## src/rtl/pulse_dly_calendar.sv

```systemverilog
`default_nettype none
// ============================================================================
// Module      : pulse_dly_calendar
// Description : Multi-channel pulse delay with payload; each pulse carries its
//               own delay into a per-channel calendar shift register.
//               Optional macro PULSE_DLY_COLL_CNT_EN adds saturating drop counters.
// Revision    : 1.0  initial release
// ============================================================================
module pulse_dly_calendar #(
  parameter int NUM_CH  = 4,
  parameter int DATA_W  = 8,
  parameter int MAX_DLY = 7,
  parameter int DLY_W   = 3,
  parameter int CNT_W   = 8
) (
  input  logic                       clk,
  input  logic                       rst,
  input  logic                       flush,
  input  logic [NUM_CH-1:0]          din_vld,
  input  logic [NUM_CH*DATA_W-1:0]   din_data,
  input  logic [NUM_CH*DLY_W-1:0]    sel,
  output logic [NUM_CH-1:0]          dout_vld,
  output logic [NUM_CH*DATA_W-1:0]   dout_data,
  output logic [NUM_CH-1:0]          coll,
  output logic [NUM_CH*CNT_W-1:0]    coll_cnt
);

  localparam logic [DLY_W-1:0] C_MAX_DLY = DLY_W'(MAX_DLY);

  for (genvar c = 0; c < NUM_CH; c++) begin : g_ch
    logic [MAX_DLY-1:0]        r_vld;
    logic [MAX_DLY*DATA_W-1:0] r_data;
    logic                      r_coll;
    logic [MAX_DLY:0]          w_vld_ext;
    logic [(MAX_DLY+1)*DATA_W-1:0] w_data_ext;
    logic [MAX_DLY-1:0]        w_vld_nxt;
    logic [MAX_DLY*DATA_W-1:0] w_data_nxt;
    logic [DLY_W-1:0]          w_sel;
    logic [DLY_W-1:0]          w_dly;
    logic [DATA_W-1:0]         w_din;
    logic                      w_drop;
    logic                      w_bypass;

    assign w_sel = sel[c*DLY_W +: DLY_W];
    assign w_din = din_data[c*DATA_W +: DATA_W];
    assign w_dly = (w_sel > C_MAX_DLY) ? C_MAX_DLY : w_sel;

    // Padding one empty slot above the top lets the shift be a plain slice.
    assign w_vld_ext  = {1'b0, r_vld};
    assign w_data_ext = {{DATA_W{1'b0}}, r_data};

    always_comb begin
      w_vld_nxt  = w_vld_ext[MAX_DLY:1];
      w_data_nxt = w_data_ext[(MAX_DLY+1)*DATA_W-1:DATA_W];
      w_drop     = 1'b0;
      w_bypass   = 1'b0;
      if (din_vld[c]) begin
        if (w_dly == '0) begin
          if (r_vld[0]) w_drop = 1'b1;
          else          w_bypass = 1'b1;
        end else begin
          for (int i = 0; i < MAX_DLY; i++) begin
            if (w_dly == DLY_W'(i + 1)) begin
              // Already scheduled pulse keeps the slot; newcomer is dropped.
              if (w_vld_nxt[i]) begin
                w_drop = 1'b1;
              end else begin
                w_vld_nxt[i]                    = 1'b1;
                w_data_nxt[i*DATA_W +: DATA_W] = w_din;
              end
            end
          end
        end
      end
    end

    always_ff @(posedge clk or posedge rst) begin
      if (rst) begin
        r_vld  <= '0;
        r_data <= '0;
        r_coll <= 1'b0;
      end else if (flush) begin
        r_vld  <= '0;
        r_data <= '0;
        r_coll <= 1'b0;
      end else begin
        r_vld  <= w_vld_nxt;
        r_data <= w_data_nxt;
        r_coll <= w_drop;
      end
    end

    assign dout_vld[c] = ~flush & (r_vld[0] | w_bypass);
    assign dout_data[c*DATA_W +: DATA_W] = flush    ? '0 :
                                           r_vld[0] ? r_data[DATA_W-1:0] :
                                           w_bypass ? w_din : '0;
    assign coll[c] = r_coll;

`ifdef PULSE_DLY_COLL_CNT_EN
    logic [CNT_W-1:0] r_cnt;

    // Counts in step with coll so both read consistently in the same cycle.
    always_ff @(posedge clk or posedge rst) begin
      if (rst) begin
        r_cnt <= '0;
      end else if (flush) begin
        r_cnt <= '0;
      end else if (w_drop && (r_cnt != {CNT_W{1'b1}})) begin
        r_cnt <= r_cnt + 1'b1;
      end
    end

    assign coll_cnt[c*CNT_W +: CNT_W] = r_cnt;
`else
    assign coll_cnt[c*CNT_W +: CNT_W] = '0;
`endif
  end

endmodule
`default_nettype wire

```

## config.mk

```make
export PLATFORM = sky130hd
export DESIGN_NAME = pulse_dly_calendar
export DESIGN_NICKNAME = d
export VERILOG_FILES = /design/src/rtl/pulse_dly_calendar.sv
export SDC_FILE = /design/constraint.sdc
export NUM_CORES = 1
export LEC_CHECK = 0
export CELL_PAD_IN_SITES_DETAIL_PLACEMENT = 1
export CELL_PAD_IN_SITES_GLOBAL_PLACEMENT = 2
export CORE_MARGIN = 5
export CORE_UTILIZATION = 26
export CTS_CLUSTER_DIAMETER = 50
export DETAILED_ROUTE_END_ITERATION = 12
export PLACE_DENSITY_LB_ADDON = 0.25
export SKIP_CTS_REPAIR_TIMING = 1
export SLEW_MARGIN = 20
export SYNTH_ARGS = -nofsm -noshare
export SYNTH_HDL_FRONTEND = slang
export SYNTH_SLANG_ARGS = --single-unit
```

## constraint.sdc

```tcl
create_clock -name clk -period 8.3 [get_ports clk]
set_clock_uncertainty 0.05 [all_clocks]
set_input_delay 1.245 -clock clk [delete_from_list [all_inputs] [get_ports clk]]
set_output_delay 1.245 -clock clk [all_outputs]
set_load 0.005 [all_outputs]
```

==> key figures, run 1 <==
Placement
  • Post-placement worst setup slack: 3.31 ns
  • Placer's final routability congestion estimate: 0.727
  • HPWL reported at the end of detailed placement: 17100 µm
  • Port Buffer Count: 90

GRT
  • Wire length of the first global-routing pass: ~45000 µm
  • Tot GR Track Use: 11.4%
  • Overflow left after global routing: 0
  • Pin count of the biggest net entering global routing: approximately 120
  • Via count of the first global-routing pass: between 7000 and 8000
  • Initial antenna violation count: 0

Pwr
  • Portion of total power attributed to sequential cells: between 40% and 50%
  • Maximum resistive drop on vdd: 118 µV
  • Internal Dissipation: 0.00237 W
  • Part of the total power dissipated in combinational logic: approximately 6.5%
  • Psw: 0.000740 W
  • Power Total: slightly above 0.003 W
  • Part of the power in the clock network: 52.1%
  • PwrDens: 222 nW/µm²
  • Sw frac: 23.8%
  • Standby leakage power: 5.84 nW

Logic synthesis
  • Share of the synthesized area in the top cell type: 56.0%
  • Mean instance size in the synthesized netlist: approximately 12 µm²
  • Number of storage elements in the synthesis netlist: 256
  • Number of warnings issued by yosys: 0
  • Largest area contributor in the netlist: sky130_fd_sc_hd__dfrtp_1
  • Post-synthesis instance area: approximately 11000 µm²
  • Synthesized instance count: 990
  • Cell types with the largest area share after synthesis: sky130_fd_sc_hd__dfrtp_1 (56%), sky130_fd_sc_hd__mux2i_1 (17%), sky130_fd_sc_hd__nor2_1 (8.9%)
  • Sequential fraction of the synthesis area: between 50 and 60%
  • Number of distinct standard cells referenced by the synthesized netlist: 36

Timing
  • Final critical-path setup slack: 3.33 ns
  • Slew Limit Headroom: 38.6%
  • Setup TNS: 0 ns
  • RSZ-0062 raised after global routing: no
  • Final-report setup violation count: 0
  • Worst slack on hold paths: roughly 0.43 ns
  • Worst Tran Pin Value: 0.914 ns
  • Number of hold-slack violations in the final timing report: 0
  • Achievable Freq: 201 MHz
  • Crit share post-route: 59.9%
  • Min Clock Period, post-route: roughly 5.0 ns
  • Final slew viol count: 0

Floorplanning
  • DIE HEIGHT: 220 µm
  • Number of placed I/O pins: 123
  • Cell Rows: 76
  • Starting utilization of the core area: 26.4%
  • Core area: about 43000 µm²
  • Die width: 220 µm
  • Die footprint: 48300 µm²

Setup path
  • Startpoint of the most critical register-to-register path: g_ch[1].r_vld[1]
  • Worst EP arrival: ~3.7 ns
  • R2R depth: 3
  • Kind of launch point of the worst setup path: input pin
  • Kind of end point of the critical path: output port
  • Worst-case register-to-register setup slack: 6.56 ns
  • RR Endpoint: g_ch[1].r_data[3]
  • Kind of critical path: in -> out
  • Destination of the critical timing path: dout_data[11]
  • Source of the critical timing path: sel[5]
  • Worst Path Required: 7.01 ns
  • Max Fanout on Critical Path: 10

Job
  • Count of max-cap constraint violations: 0

Clocking
  • Clock sink count: 256
  • TritonCTS clock tree: built
  • Root buf cell: sky130_fd_sc_hd__clkbuf_16
  • CTS buffer count: 39
  • H-tree Lvls: 2
  • Skew-Pair Late Insertion Delay: 0.53 ns
  • Clock Path Buffers: 3
  • Clock slew seen by the registers of the worst setup and hold paths: approximately 0.050 ns

Drt
  • WL per Instance: 15.9 µm
  • Per-cell via count in the routed design: 4.38
  • Post-Route WL: 26800 µm
  • Antenna violation net count after detailed routing: 0
  • DRC errors left: 0
  • Via count: roughly 7400
  • Detailed-router iteration count before antenna repair: 4
  • Iteration-0 DRC Markers: about 370

Finish
  • Commonest non-fill, non-tap cell in the layout: sky130_fd_sc_hd__nor2_1
  • Net total in the final layout: 1126
  • Fraction of final layout cells with drive strength greater than 1: 9.88%
  • Leading cell types in the layout, fill and taps excluded: sky130_fd_sc_hd__nor2_1 (272), sky130_fd_sc_hd__dfrtp_1 (256), sky130_fd_sc_hd__mux2i_1 (192)
  • Number of antenna diodes: 0
  • Area growth from synthesis to layout: 22.7%

Min path
  • Worst min-delay path class: reg -> reg

Run status
  • Status: finished clean
## metrics by stage
step / area (µm²) / utilization, % / cells
after floorplan: 11600 / - / 1021
after global placement: 12700 / 29.4 / 1619
after detailed placement: 12700 / 29.4 / 1619
after CTS: 14000 / 32.4 / 1688
after global routing: 14000 / 32.4 / 1688
final: 14000 / 32.4 / 1688
## how the worst min path moves through the flow
| stage | startpoint | end | slack [ns] | depth (start not counted) |
|---|---|---|---|---|
| 4_1_cts | g_ch[2].r_data[19] | g_ch[2].r_data[11] | 0.44 | 2 |
| 2_1_floorplan | g_ch[0].r_data[8] | g_ch[0].r_data[0] | 0.41 | 2 |
| 3_5_place_dp | g_ch[2].r_data[22] | g_ch[2].r_data[14] | 0.43 | 2 |
| 3_3_place_gp | g_ch[1].r_data[54] | g_ch[1].r_data[46] | 0.41 | 2 |
| 6_report | g_ch[2].r_data[10] | g_ch[2].r_data[2] | 0.43 | 2 |
| 5_1_grt | g_ch[2].r_data[43] | g_ch[2].r_data[35] | 0.45 | 2 |
## state kept, by name, summed over array words and instances (netlist names)
register,cells
g_ch.r_coll,4
g_ch.r_vld,28
g_ch.r_data,224
## layout make-up
cell class	instances	area, µm²
clock buffer	53	1100
clock inverter	16	193
fill	4760	29200
inverter	9	37.5
multi-input combinational	671	4590
sequential	256	6410
tap	585	732
timing repair buffer	98	968
## power groups by stage
stage | clock network (W) | registers, W | logic, W
after floorplan | 0 | 0.00130 | 0.000141
after global placement | 0 | 0.00131 | 0.000208
after detailed placement | 0 | 0.00131 | 0.000210
after CTS | 0.00168 | 0.00129 | 0.000211
after global routing | 0.00175 | 0.00129 | 0.000230
final | 0.00162 | 0.00129 | 0.000203
## critical path, cell delays in order
cell and delay [ns]:
sky130_fd_sc_hd__clkdlybuf4s50_1 0.58, sky130_fd_sc_hd__nand2b_1 0.40, sky130_fd_sc_hd__nor4_4 0.61, sky130_fd_sc_hd__a22oi_1 0.16, sky130_fd_sc_hd__nor2_1 0.15, sky130_fd_sc_hd__clkdlybuf4s50_1 0.52
## kinds of logic (layout without fill, tap and decap cells)
family	Yosys count	in the layout	synth area share (%)
simple gates	379	379	17.9
mux	192	192	16.8
compound gates	68	68	4.32
other cells	1	32	0.0328
flops	256	256	56.0
buf+inv	94	176	4.87
## metal layers
layer	GRT usage (%)	vias to the layer above	routed length, µm
met3	2.57	43	1240
met2	18.2	112	12800
met1	15.3	3774	12200
met4	4.01	0	601
li1	-	3460	-
met5	0	-	0
## cells in the mapped netlist
cell type                   count
sky130_fd_sc_hd__a2111oi_0      3
sky130_fd_sc_hd__a21oi_1        7
sky130_fd_sc_hd__a221o_1        3
sky130_fd_sc_hd__a221oi_1       4
sky130_fd_sc_hd__a22o_1         3
sky130_fd_sc_hd__a22oi_1       32
sky130_fd_sc_hd__a31oi_1       13
sky130_fd_sc_hd__a41oi_1        1
sky130_fd_sc_hd__and2_1        32
sky130_fd_sc_hd__and4b_1        3
sky130_fd_sc_hd__buf_1          1
sky130_fd_sc_hd__buf_2          4
sky130_fd_sc_hd__buf_4         43
sky130_fd_sc_hd__buf_6          5
sky130_fd_sc_hd__clkbuf_1      32
sky130_fd_sc_hd__conb_1         1
sky130_fd_sc_hd__dfrtp_1      256
sky130_fd_sc_hd__inv_1          9
sky130_fd_sc_hd__mux2i_1      192
sky130_fd_sc_hd__nand2_1        5
sky130_fd_sc_hd__nand2_2        3
sky130_fd_sc_hd__nand2_4        1
sky130_fd_sc_hd__nand2b_1      10
sky130_fd_sc_hd__nand2b_2       1
sky130_fd_sc_hd__nand2b_4       5
sky130_fd_sc_hd__nand3_1        2
sky130_fd_sc_hd__nand3b_1       1
sky130_fd_sc_hd__nor2_1       272
sky130_fd_sc_hd__nor2b_1        7
sky130_fd_sc_hd__nor3_1         4
sky130_fd_sc_hd__nor3_4        20
sky130_fd_sc_hd__nor4_1         4
sky130_fd_sc_hd__nor4_4         8
sky130_fd_sc_hd__o21ai_0        1
sky130_fd_sc_hd__o22ai_1        1
sky130_fd_sc_hd__or2b_1         1
Note: power is estimated with default switching activity, not from simulation.
==> run 2, diff against run 1 <==
clock period = 4.05 ns   (was 8.3 ns; I/O delays follow)
==> run 2 against run 1 <==
  * First-iteration DRC count shrank 13%
  * Die area is the same
  * Critical endpoint is now dout_data[27]
  * Setup slack lost 2.7 ns
  * Cell count grew 0.95%
  * Sequential power grew 100%
  * Worst hold slack lost 0.0014 ns
  * Critical path depth is the same
  * Largest power group unchanged
  * Sequential share of layout area shrank 0.18 points
  * Final area grew 0.40%
  * Combinational power grew 110%
==> key figures, run 2 (synthesis gave the netlist of run 1 again) <==
Run status
  • Status: finished clean

Placement
  • HPWL reported at the end of detailed placement: 17700 µm (+3.3%)
  • Port Buffer Count: 90 (unchanged)
  • Placer's final routability congestion estimate: 0.746 (+2.6%)

Setup path
  • Startpoint of the most critical register-to-register path: g_ch[2].r_vld[0]
  • Crit-path most repeated cell: sky130_fd_sc_hd__clkdlybuf4s50_1
  • Cell-by-cell listing of the critical path: clkdlybuf4s50_1 > nand2b_1 > nor4_4 > a22oi_1 > nor2_1 > clkdlybuf4s50_1
  • Kind of cell adding the most delay to the critical path: buffers and inverters
  • Max Fanout on Critical Path: 9 (-1)
  • Max incr delay on CP: 0.60 ns (about the same)
  • Cell with the biggest individual delay on the critical path: sky130_fd_sc_hd__clkdlybuf4s50_1
  • Kind of critical path: in -> out
  • RR Endpoint: g_ch[2].r_coll
  • Kind of end point of the critical path: output port
  • Worst Path Required: 3.39 ns (-3.62 ns)
  • Sum of buffers and inverters on the critical path: 2 (unchanged)
  • Worst EP arrival: 2.79 ns (-0.89 ns)
  • Kind of launch point of the worst setup path: input pin
  • Worst-case register-to-register setup slack: 2.24 ns (-4.32 ns)
  • R2R depth: 3 (unchanged)

GRT
  • Initial antenna violation count: 0 (unchanged)
  • Tot GR Track Use: 11.7% (+0.36 points)
  • Wire length of the first global-routing pass: 45700 µm (+2.6%)
  • Via count of the first global-routing pass: 8228 (+4.7%)
  • Pin count of the biggest net entering global routing: 111 (-5.1%)
  • Overflow left after global routing: 0 (unchanged)

Timing
  • Setup TNS: 0 ns (unchanged)
  • Final slew viol count: 0 (unchanged)
  • Crit share post-route: 85.2%
  • Min Clock Period, post-route: 3.45 ns
  • Worst slack on hold paths: 0.428 ns (-0.00141 ns)
  • Final-report setup violation count: 0 (unchanged)
  • RSZ-0062 raised after global routing: no
  • Worst Tran Pin Value: 0.895 ns (-0.0187 ns)
  • Achievable Freq: 290 MHz
  • Number of hold-slack violations in the final timing report: 0 (unchanged)
  • Slew Limit Headroom: 39.9% (+1.3 points)

Pwr
  • Power Total: 0.00618 W (+99%)
  • Maximum resistive drop on vdd: 197 µV (+67%)
  • Standby leakage power: 5.89 nW (+0.78%)
  • PwrDens: 439 nW/µm² (+98%)

Floorplanning
  • Core area: 43300 µm² (unchanged)
  • Cell Rows: 76 (unchanged)
  • Die footprint: 48300 µm² (unchanged)
  • Starting utilization of the core area: 26.4% (unchanged)
  • Die width: 220 µm (unchanged)
  • DIE HEIGHT: 220 µm (unchanged)
  • Number of placed I/O pins: 123 (unchanged)

Drt
  • Via count: 7446 (+0.77%)
  • Detailed-router iteration count before antenna repair: 4 (unchanged)
  • Antenna violation net count after detailed routing: 0 (unchanged)
  • WL per Instance: 16.2 µm (+2.2%)
  • Iteration-0 DRC Markers: 322 (-13%)
  • Per-cell via count in the routed design: 4.37 (-0.17%)
  • Post-Route WL: 27700 µm (+3.2%)
  • DRC errors left: 0 (unchanged)

Min path
  • End of the worst hold path: g_ch[2].r_data[41]
  • Worst min-delay path class: reg -> reg
  • Critical hold path startpoint: g_ch[2].r_data[49]
  • Count of cells along the worst hold path: 2 (unchanged)

Clocking
  • CTS buffer count: 37 (-5.1%)
  • H-tree Lvls: 2 (unchanged)
  • Clock Path Buffers: 3 (unchanged)
  • Skew-Pair Late Insertion Delay: 0.53 ns (about the same)
  • Clock slew seen by the registers of the worst setup and hold paths: 0.05 ns (about the same)
  • Clock sink count: 256 (unchanged)
  • Root buf cell: sky130_fd_sc_hd__clkbuf_16
  • TritonCTS clock tree: built

Finish
  • Net total in the final layout: 1144 (+1.6%)
  • Fraction of final layout cells with drive strength greater than 1: 11.0% (+1.1 points)
  • Commonest non-fill, non-tap cell in the layout: sky130_fd_sc_hd__nor2_1
  • Area growth from synthesis to layout: 23.1%
  • Max reg flops: 224 (unchanged)
  • Leading cell types in the layout, fill and taps excluded: sky130_fd_sc_hd__nor2_1 (272), sky130_fd_sc_hd__dfrtp_1 (256), sky130_fd_sc_hd__mux2i_1 (192)
  • Number of antenna diodes: 0 (unchanged)
  • Top register by number of flip-flops: g_ch.r_data
  • Registers with the most flip-flops: g_ch.r_data (224), g_ch.r_vld (28), g_ch.r_coll (4)
  • Number of fillers in the final layout: 4749 (-0.23%)

Job
  • Count of max-cap constraint violations: 0 (unchanged)
run 2: changes by cell type in the layout (fill, tap and decap cells not counted), sizes merged:
cell      delta
clkinvlp     +1
buf         +20
clkinv       -3
inv          +1
clkbuf       -3
run 2: worst max path at each step:
stage                endpoint  cells past startpoint       start
2_1_floorplan  g_ch[0].r_coll                      1         rst
3_3_place_gp    dout_data[27]                      6  din_vld[3]
3_5_place_dp    dout_data[27]                      6  din_vld[3]
4_1_cts         dout_data[27]                      6  din_vld[3]
5_1_grt          dout_data[9]                      7      sel[5]
6_report        dout_data[27]                      6  din_vld[3]
run 2: tightest hold or removal path, delay by kind of cell, from the launching register on:
| kind | cells | cell delay (ns) |
|---|---|---|
| simple gates | 1 | 0.07 |
| mux | 1 | 0.06 |
| flops | 1 | 0.31 |
run 2: final cells by class:
type                       count  area, µm²  area share, %
tap                          585        732           5.20
inverter                       9       37.5          0.267
sequential                   256       6410           45.5
clock buffer                  50       1000           7.14
multi-input combinational    671       4590           32.6
timing repair buffer         118       1140           8.10
clock inverter                15        173           1.23
run 2: through the flow:
| step | setup slack (ns) | area (µm²) | std cells | utilization, % |
|---|---|---|---|---|
| global route | 0.436 | 14100 | 1704 | 32.5 |
| detailed placement | 0.552 | 12900 | 1639 | 29.8 |
| floorplan | 0.0209 | 11600 | 1021 | - |
| global placement | 0.598 | 12900 | 1639 | 29.8 |
| CTS | 0.550 | 14100 | 1704 | 32.5 |
| finish | 0.598 | 14100 | 1704 | 32.5 |
run 2: per-layer routing:
metal,track usage [%],routed length (µm)
met2,19.1,12900
met4,3.95,634
met3,2.42,1070
met1,15.7,13000
met5,0,0
run 2: where the power goes:
group          internal (W)  switching (W)  leakage, nW
logic              0.000156       0.000280         1.77
clock network       0.00194        0.00117        0.570
registers           0.00261      0.0000265         3.55
==> run 3, diff against run 2 <==
ABC_AREA = 1   (was not set)
DONT_BUFFER_PORTS = 1   (was not set)
==> run 3 against run 2 <==
  * The flow now finishes with violations (negative hold slack)
  * Routed wire length grew 21%
  * Maximum frequency grew 30%
  * Die area grew 3.0%
  * Largest cell class unchanged
  * Largest power group unchanged
==> key figures, run 3 <==
Floorplanning
  • Die footprint: 49700 µm² (+3.0%)
  • DIE HEIGHT: 223 µm (+1.5%)
  • Die width: 223 µm (+1.5%)
  • Number of placed I/O pins: 123 (unchanged)
  • Core area: 45100 µm² (+4.2%)
  • Cell Rows: 78 (+2.6%)
  • Starting utilization of the core area: 26.1% (-0.27 points)

Timing
  • RSZ-0062 raised after global routing: no
  • Min Clock Period, post-route: 2.65 ns (-0.804 ns)
  • Final-report setup violation count: 0 (unchanged)
  • Crit share post-route: 65.4% (-20 points)
  • Worst slack on hold paths: -0.0389 ns (-0.467 ns)
  • Worst Tran Pin Value: 0.783 ns (-0.113 ns)
  • Achievable Freq: 378 MHz (+30%)
  • Final slew viol count: 0 (unchanged)
  • Number of hold-slack violations in the final timing report: 24 (+24)
  • Setup TNS: 0 ns (unchanged)
  • Slew Limit Headroom: 47.7% (+7.8 points)

Logic synthesis
  • Proportion of register bits with asynchronous set or reset after synthesis: 100% (unchanged)
  • Share of the synthesized area in the top cell type: 54.3% (-1.7 points)
  • Number of distinct standard cells referenced by the synthesized netlist: 23 (-36%)
  • Post-synthesis instance area: 11800 µm² (+3.1%)
  • Number of storage elements in the synthesis netlist: 256 (unchanged)
  • Cell types with the largest area share after synthesis: sky130_fd_sc_hd__dfrtp_1 (54%), sky130_fd_sc_hd__nand2_1 (14%), sky130_fd_sc_hd__nor2_1 (13%)
  • Dominant synthesized flop cell: sky130_fd_sc_hd__dfrtp_1
  • Cell with the most instances after synthesis: sky130_fd_sc_hd__nand2_1
  • Mean instance size in the synthesized netlist: 8.05 µm² (-30%)
  • Number of warnings issued by yosys: 0 (unchanged)
  • Largest area contributor in the netlist: sky130_fd_sc_hd__dfrtp_1
  • Number of enable flip-flop cells after synthesis: 0 (unchanged)
  • Commonest cells post-synth: sky130_fd_sc_hd__nand2_1 (428), sky130_fd_sc_hd__nor2_1 (417), sky130_fd_sc_hd__dfrtp_1 (256), sky130_fd_sc_hd__a21oi_1 (68), sky130_fd_sc_hd__buf_4 (57)
  • Sequential fraction of the synthesis area: 54.3% (-1.7 points)
  • Synthesized instance count: 1464 (+48%)

Drt
  • DRC errors left: 0 (unchanged)
  • Via count: 9122 (+23%)
  • Detailed-router iteration count before antenna repair: 4 (unchanged)
  • Iteration-0 DRC Markers: 445 (+38%)
  • WL per Instance: 16.0 µm (-1.2%)
  • Per-cell via count in the routed design: 4.37 (about the same)
  • Antenna violation net count after detailed routing: 0 (unchanged)
  • Post-Route WL: 33500 µm (+21%)

Pwr
  • PwrDens: 496 nW/µm² (+13%)
  • Power Total: 0.00677 W (+9.7%)
  • Maximum resistive drop on vdd: 230 µV (+17%)
  • Standby leakage power: 6.41 nW (+8.8%)

Setup path
  • R2R depth: 4 (+1)
  • Cell with the biggest individual delay on the critical path: sky130_fd_sc_hd__dfrtp_1
  • Source of the critical timing path: g_ch[1].r_vld[0]
  • Kind of launch point of the worst setup path: flop
  • Worst Path Required: 3.39 ns (about the same)
  • Max Fanout on Critical Path: 11 (+2)
  • Cell-by-cell listing of the critical path: nor3_4 > nand2_1 > a21oi_1
  • Worst EP arrival: 1.99 ns (-0.80 ns)
  • Kind of critical path: reg -> out
  • Max incr delay on CP: 0.58 ns (-0.02 ns)
  • Kind of end point of the critical path: output port
  • Startpoint of the most critical register-to-register path: g_ch[3].r_vld[3]

Run status
  • Status: finished with violations
  • Violated checks: negative hold slack

GRT
  • Wire length of the first global-routing pass: 54400 µm (+19%)
  • Via count of the first global-routing pass: 9508 (+16%)
  • Overflow left after global routing: 0 (unchanged)
  • Tot GR Track Use: 13.5% (+1.8 points)
  • Initial antenna violation count: 0 (unchanged)
  • Pin count of the biggest net entering global routing: 115 (+3.6%)

Placement
  • Placer's final routability congestion estimate: 0.766 (+2.7%)
  • HPWL reported at the end of detailed placement: 21900 µm (+24%)
  • Total instance count after detailed placement: 2008 (+23%)
  • Port Buffer Count: 0 (-100%)

Finish
  • Max reg flops: 224 (unchanged)
  • Top register by number of flip-flops: g_ch.r_data
  • Net total in the final layout: 1504 (+31%)
  • Number of antenna diodes: 0 (unchanged)
  • Fraction of final layout cells with drive strength greater than 1: 9.15% (-1.8 points)
  • Leading cell types in the layout, fill and taps excluded: sky130_fd_sc_hd__nand2_1 (428), sky130_fd_sc_hd__nor2_1 (417), sky130_fd_sc_hd__dfrtp_1 (256)
  • Area growth from synthesis to layout: 15.7%
  • Commonest non-fill, non-tap cell in the layout: sky130_fd_sc_hd__nand2_1
  • Final Non-Filler Cells: 2086 (+22%)
  • Registers with the most flip-flops: g_ch.r_data (224), g_ch.r_vld (28), g_ch.r_coll (4)

Clocking
  • Root buf cell: sky130_fd_sc_hd__clkbuf_16
  • Skew-Pair Late Insertion Delay: 0.55 ns (+0.02 ns)
  • Clock sink count: 256 (unchanged)
  • TritonCTS clock tree: built
  • Clock Path Buffers: 3 (unchanged)
  • Clock slew seen by the registers of the worst setup and hold paths: 0.05 ns (about the same)
  • CTS buffer count: 43 (+16%)
  • H-tree Lvls: 2 (unchanged)

Min path
  • Worst min-delay path class: in -> async

Job
  • Count of max-cap constraint violations: 0 (unchanged)
## run 3: metrics by stage
step                      hold WS [ns]  util [%]  setup slack [ns]  instance area [µm²]
final                          -0.0389      30.3              1.40                13600
after global routing          0.000646      30.3              1.24                13600
after CTS                      -0.0443      30.3              1.31                13600
after detailed placement         0.417      27.0              1.70                12200
after global placement           0.412      27.0              1.77                12200
after floorplan                  0.403         -            0.0209                11900
## run 3: path summary, 6_finish.rpt
check	end	slack, ns
worst max register to register	g_ch[3].r_data[16]	2.42
worst max-delay path	dout_data[8]	1.40
min in group clk	g_ch[1].r_vld[3]	0.14
worst min-delay path	g_ch[3].r_data[3]	-0.04
worst min register to register	g_ch[1].r_data[21]	0.42
max in group asynchronous	g_ch[2].r_data[52]	2.92
## run 3: cells by family (layout without fill, tap and decap cells)
| group | Yosys count | after routing | synth area share, % |
|---|---|---|---|
| AND/OR/NAND/NOR | 915 | 915 | 32.7 |
| flip-flops | 256 | 256 | 54.3 |
| buffers and inverters | 164 | 155 | 7.31 |
| AO/OA/AOI/OAI | 128 | 128 | 5.59 |
| other | 1 | 32 | 0.0318 |
## run 3: metal layers
metal  GRT usage, %  vias up  routed length [µm]
met1           18.9     4507               16100
li1               -     4453                   -
met3           2.54       44                1160
met5              0        -                   0
met4           3.97        0                 631
met2           21.5      118               15600
## run 3: worst max-delay path: cells and delay by family (launching register included)
| family | cells | cell delay [ns] |
|---|---|---|
| AO/OA/AOI/OAI | 1 | 0.21 |
| AND/OR/NAND/NOR | 2 | 0.67 |
| flip-flops | 1 | 0.58 |
## run 3: cell type report
class	count	area, µm²
flip-flops and latches	256	6410
inverters	70	272
clock buffers	58	1250
well taps	600	751
fillers	5353	31400
multi-input cells	1075	4640
clock inverters	20	219
repair buffers	7	103
## run 3: power breakdown
group          switching, W  internal [W]
clock               0.00133       0.00238
combinational      0.000298      0.000102
sequential        0.0000327       0.00263
total               0.00166       0.00511
